## src/rtl/mux21_rr_arbiter_if.sv

```systemverilog
// Bundle of the two requester channels and the shared output channel
// seen by the round-robin packet arbiter.
interface mux21_rr_arbiter_if #(
    parameter int WIDTH = 8
);
    logic             req0_valid;
    logic [WIDTH-1:0] req0_data;
    logic             req0_last;
    logic             req0_ready;

    logic             req1_valid;
    logic [WIDTH-1:0] req1_data;
    logic             req1_last;
    logic             req1_ready;

    logic             out_valid;
    logic [WIDTH-1:0] out_data;
    logic             out_last;
    logic             out_ready;

    // Producer/consumer side: drives requests and downstream ready
    modport master (
        output req0_valid, req0_data, req0_last,
        input  req0_ready,
        output req1_valid, req1_data, req1_last,
        input  req1_ready,
        input  out_valid, out_data, out_last,
        output out_ready
    );

    // Arbiter side: takes requests, presents the muxed output beat
    modport slave (
        input  req0_valid, req0_data, req0_last,
        output req0_ready,
        input  req1_valid, req1_data, req1_last,
        output req1_ready,
        output out_valid, out_data, out_last,
        input  out_ready
    );
endinterface

```

## src/rtl/mux21_rr_arbiter.sv

```systemverilog
// Two-requester round-robin packet arbiter driving the select line of a
// shared 2:1 mux. A grant is held from the first beat until the beat
// flagged last has transferred; ties go to the requester not served last.
module mux21_rr_arbiter #(
    parameter int WIDTH = 8
) (
    input  logic                  clk,
    input  logic                  reset,
    mux21_rr_arbiter_if.slave     bus,
    output logic                  sel_o,
    output logic                  busy_o
);

    typedef enum logic {
        IDLE = 1'b0,
        LOCK = 1'b1
    } state_t;

    state_t           state_q, state_d;
    logic             sel_q, sel_d;
    logic             prio_q, prio_d;

    logic             selValid;
    logic             selLast;
    logic [WIDTH-1:0] selData;

    // The datapath mux: follows the select register at all times
    always_comb begin
        selValid = sel_q ? bus.req1_valid : bus.req0_valid;
        selLast  = sel_q ? bus.req1_last  : bus.req0_last;
        selData  = sel_q ? bus.req1_data  : bus.req0_data;
    end

    assign bus.out_data = selData;
    assign sel_o        = sel_q;

    // Arbitration, packet locking and the gated handshake outputs
    always_comb begin
        state_d        = state_q;
        sel_d          = sel_q;
        prio_d         = prio_q;
        bus.out_valid  = 1'b0;
        bus.out_last   = 1'b0;
        bus.req0_ready = 1'b0;
        bus.req1_ready = 1'b0;
        busy_o         = 1'b0;

        case (state_q)
            IDLE: begin
                if (bus.req0_valid || bus.req1_valid) begin
                    state_d = LOCK;
                    sel_d   = (bus.req0_valid && bus.req1_valid) ? prio_q : bus.req1_valid;
                end
            end
            LOCK: begin
                busy_o         = 1'b1;
                bus.out_valid  = selValid;
                bus.out_last   = selLast;
                bus.req0_ready = ~sel_q & bus.out_ready;
                bus.req1_ready =  sel_q & bus.out_ready;
                if (selValid && bus.out_ready && selLast) begin
                    state_d = IDLE;
                    prio_d  = ~sel_q;
                end
            end
            default: begin
                state_d = IDLE;
            end
        endcase
    end

    // State, select and tie-break registers; reset abandons any packet
    always_ff @(posedge clk or posedge reset) begin
        if (reset) begin
            state_q <= IDLE;
            sel_q   <= 1'b0;
            prio_q  <= 1'b0;
        end else begin
            state_q <= state_d;
            sel_q   <= sel_d;
            prio_q  <= prio_d;
        end
    end

endmodule

```

## src/flat_wrapper.sv

```systemverilog
// flat-port wrapper written by rule: the top's interface ports become plain ports
module mux21_rr_arbiter_flat 
#(
    parameter int WIDTH = 8
)
  (clk, reset, sel_o, busy_o, bus_req0_valid, bus_req0_data, bus_req0_last, bus_req0_ready, bus_req1_valid, bus_req1_data, bus_req1_last, bus_req1_ready, bus_out_valid, bus_out_data, bus_out_last, bus_out_ready);
  mux21_rr_arbiter_if #(.WIDTH(WIDTH)) bus_i ();
  input  logic clk;
  input  logic reset;
  output logic sel_o;
  output logic busy_o;
  input wire logic [$bits(bus_i.req0_valid)-1:0] bus_req0_valid;
  input wire logic [$bits(bus_i.req0_data)-1:0] bus_req0_data;
  input wire logic [$bits(bus_i.req0_last)-1:0] bus_req0_last;
  output wire logic [$bits(bus_i.req0_ready)-1:0] bus_req0_ready;
  input wire logic [$bits(bus_i.req1_valid)-1:0] bus_req1_valid;
  input wire logic [$bits(bus_i.req1_data)-1:0] bus_req1_data;
  input wire logic [$bits(bus_i.req1_last)-1:0] bus_req1_last;
  output wire logic [$bits(bus_i.req1_ready)-1:0] bus_req1_ready;
  output wire logic [$bits(bus_i.out_valid)-1:0] bus_out_valid;
  output wire logic [$bits(bus_i.out_data)-1:0] bus_out_data;
  output wire logic [$bits(bus_i.out_last)-1:0] bus_out_last;
  input wire logic [$bits(bus_i.out_ready)-1:0] bus_out_ready;
  assign bus_i.req0_valid = bus_req0_valid;
  assign bus_i.req0_data = bus_req0_data;
  assign bus_i.req0_last = bus_req0_last;
  assign bus_req0_ready = bus_i.req0_ready;
  assign bus_i.req1_valid = bus_req1_valid;
  assign bus_i.req1_data = bus_req1_data;
  assign bus_i.req1_last = bus_req1_last;
  assign bus_req1_ready = bus_i.req1_ready;
  assign bus_out_valid = bus_i.out_valid;
  assign bus_out_data = bus_i.out_data;
  assign bus_out_last = bus_i.out_last;
  assign bus_i.out_ready = bus_out_ready;
  mux21_rr_arbiter #(.WIDTH(WIDTH)) u_core (.clk(clk), .reset(reset), .bus(bus_i), .sel_o(sel_o), .busy_o(busy_o));
endmodule
```

## config.mk

```make
export PLATFORM = sky130hd
export DESIGN_NAME = mux21_rr_arbiter_flat
export DESIGN_NICKNAME = d
export VERILOG_FILES = /design/src/rtl/mux21_rr_arbiter_if.sv /design/src/rtl/mux21_rr_arbiter.sv /design/src/flat_wrapper.sv
export SDC_FILE = /design/constraint.sdc
export NUM_CORES = 1
export LEC_CHECK = 0
export ABC_AREA = 1
export CAP_MARGIN = 40
export CORE_AREA = 3 3 40 42
export DETAILED_ROUTE_END_ITERATION = 8
export DIE_AREA = 0 0 43 45
export HOLD_SLACK_MARGIN = 0.02
export PLACE_DENSITY = 0.72
export SLEW_MARGIN = 15
export SYNTH_ARGS = -nofsm -noshare
export SYNTH_HDL_FRONTEND = slang
export SYNTH_SLANG_ARGS = --single-unit
```

## constraint.sdc

```tcl
create_clock -name clk -period 1.05 [get_ports clk]
set_input_delay 0.21 -clock clk [delete_from_list [all_inputs] [get_ports clk]]
set_output_delay 0.21 -clock clk [all_outputs]
set_load 0.01 [all_outputs]
```

==> impl_metrics.py <==
metrics = {
    "run_status": {
        "violations": "negative setup slack",
        "outcome": "complete, but fails checks",
    },
    "cts": {
        "path_clk_slew_ns": 0.04,
        "clock-sinks": 3,
        "cts_root_buf": "clkbuf_4",
        "tritoncts": "done",
        "insertion_delay_ns": 0.25,
        "clock_path_buffers": 2,
        "cts_made_buffers": 3,
        "h-tree-depth": 1,
    },
    "routing": {
        "routedWlPerCell_um": 11.71,
        "drtIter0Drc": 3,
        "drt_wl_total_um": 1522,
        "vias": 571,
        "vias_per_cell": 4.392,
        "antenna_left": 0,
        "drtPass1Iterations": 2,
        "drt_drc_violations_left": 0,
    },
    "yosys": {
        "ys_warn_count": 0,
        "synthSimpleGateAreaFrac": 0.5506,
        "yosys_register_bits": 3,
        "synth_compound_area_frac": 0.08097,
        "synth_area_um2": 309.0,
        "synth_top_family_by_area": "simple AND/OR/NAND/NOR gates",
        "syn-num-nets": 79,
        "synthAdderAreaFrac": 0,
        "yosysSeqAreaShare": 0.2429,
        "muxShareOfSynthArea": 0,
        "syn_avg_cell_area_um2": 5.519,
        "synth_xor_xnor_area_share": 0,
        "synth.distinct_cells": 15,
        "synthCells": 56,
    },
    "critical_path": {
        "setup.worst_path.start": "u_core.sel_o",
        "reg2reg_depth": 7,
        "worst_ep_arrival_time_ns": 1.18,
        "critPathMaxFanout": 4,
        "start_kind": "flip-flop",
        "crit_type": "reg2out",
        "crit_required_ns": 0.84,
        "end_kind": "output pin",
        "r2r-start": "u_core.sel_o",
    },
    "power_and_ir_drop": {
        "cellLeakagePower_nw": 0.4705,
        "powerDensity_nw_per_um2": 2093,
        "peakVddDrop_uv": 1294,
    },
    "finish": {
        "syn2layout_area_growth_pct": 186.6,
        "drive_gt1_frac": 0.5043,
        "final_nets": 139,
        "postLayoutCellArea_um2": 885.9,
        "diodes": 0,
    },
    "timing": {
        "drv_slew": 0,
        "max_freq_mhz": 721.1,
        "fin_crit_ns": 1.387,
        "tightest_slew_ns": 0.2063,
        "fin_skew_ns": 0.004204,
        "layout_setup_ws_ns": -0.3368,
        "hold_viol": 0,
        "relSlewSlack": 0.8610,
        "finalSetupTns_ns": -4.359,
        "finalCritPeriodShare": 1.321,
        "setup_viol": 16,
        "rsz0062_at_grt": "yes",
    },
    "floorplanning": {
        "coreArea_um2": 1285,
        "die_w_um": 43,
        "dieArea_um2": 1935,
        "start_util": 0.2405,
        "die_h_um": 45,
        "row_count": 13,
        "io_pins": 37,
    },
    "place": {
        "globalplace.congestion": 0.7582,
        "dpl-instance-area_um2": 780.7,
        "io_buffer_count": 36,
        "dpl.hpwl_um": 1053,
    },
    "global_routing": {
        "antenna_found_initial": 0,
        "globalRouteTotalUtil": 0.1676,
        "grt-ovfl-total": 0,
        "grt_max_degree": 8,
        "grt_pass1_vias": 554,
        "grt_pass1_wl_um": 2304,
    },
    "flow_run": {
        "cap_violations": 0,
    },
    "min_path": {
        "hp-class": "in2async",
    },
}
==> synth_stat cells <==
cell	number	area, um2
dfrtp_1	3	75.07
nor2_1	2	7.510
buf_2	1	5.000
nand2_1	33	123.9
a21oi_1	2	10.01
o21ai_0	1	5.000
buf_6	1	11.26
nand3_2	1	10.01
nor2_2	1	6.260
o21ai_1	2	10.01
nand2_2	1	6.260
inv_2	1	3.750
nand2_4	1	11.26
nand3_1	1	5.000
inv_1	5	18.77
==> layout by cell type (no fill, tap or decap) <==
cell,count
nand2_1,22
clkdlybuf4s50_1,22
buf_4,14
nand2_2,11
buf_2,11
buf_6,9
inv_1,5
clkbuf_4,3
nand2_4,2
o21ai_1,2
a21oi_2,2
dfrtp_1,2
inv_4,1
nand3_2,1
nor2_4,1
nand3_1,1
o21ai_0,1
nor2_1,1
nor2_2,1
clkbuf_1,1
buf_8,1
dfrtp_2,1
==> metal layers <==
metal | vias to the layer above | part of all wire | track usage
li1 | 286 | - | -
met3 | 10 | 0.12 | 0.06375
met1 | 242 | 0.33 | 0.1501
met5 | - | 0 | 0
met2 | 33 | 0.51 | 0.3024
met4 | 0 | 0.038 | 0.1325
==> registers in the layout, summed over array words and instances, names as in the netlist <==
| register | cells |
|---|---|
| u_core.prio_q | 1 |
| u_core.sel_o | 1 |
| u_core.state_q | 1 |
==> cell families (layout without fill, tap and decap cells) <==
group / Yosys count / after routing
buffers and inverters: 8 / 67
flip-flops: 3 / 3
AO/OA/AOI/OAI: 5 / 5
AND/OR/NAND/NOR: 40 / 40
==> power breakdown <==
| group | switching [W] | total [W] | internal [W] | leakage (nW) |
|---|---|---|---|---|
| Combinational | 0.000636 | 0.00141 | 0.000770 | 0.423 |
| Sequential | 0.0000584 | 0.000224 | 0.000165 | 0.0330 |
| Clock | 0.0000809 | 0.000225 | 0.000144 | 0.0150 |
| Total | 0.000775 | 0.00185 | 0.00108 | 0.470 |
==> area by class of cell <==
type / instances / area [um2]
tap: 15 / 18.77
inverter: 6 / 25.02
fill: 117 / 399.1
clock buffer: 4 / 26.28
timing repair buffer: 57 / 496.7
sequential: 3 / 76.32
multi-input combinational: 45 / 242.7
==> what timing repair did <==
action                     4_1_cts  5_1_grt
pin swaps                        3        5
gates resized for setup         71       14
hold buffers                     0        0
buffers inserted                 7        2
hold endpoints to repair         0        0
setup endpoints to repair       16       17
==> critical path: stages, from the launching register on <==
cell	delay, ns
dfrtp_2	0.44
buf_4	0.15
buf_4	0.14
nor2_4	0.09
buf_6	0.11
==> path summary, 6_finish.rpt <==
| check | to | slack [ns] |
|---|---|---|
| max in group asynchronous | u_core.sel_o | 0.76 |
| max reg2reg | u_core.prio_q | -0.17 |
| min | u_core.prio_q | 0.13 |
| min reg2reg | u_core.prio_q | 0.53 |
| min in group clk | u_core.prio_q | 0.53 |
| max | bus_req0_ready | -0.34 |
==> through the flow <==
stage / cells / utilization / setup slack (ns) / total power (W) / hold slack [ns]
finish: 130 / 0.6894 / -0.3368 / 0.001854 / 0.1345
global route: 130 / 0.6894 / -0.3793 / 0.001993 / 0.1386
CTS: 129 / 0.6524 / -0.3196 / 0.001729 / 0.1388
detailed placement: 119 / 0.6076 / -0.6056 / 0.001420 / 0.3931
global placement: 119 / 0.6076 / -0.6000 / 0.001392 / 0.3938
floorplan: 56 / - / 0.004177 / 0.0006985 / -0.03636
Note: power is estimated with default switching activity, not from simulation.
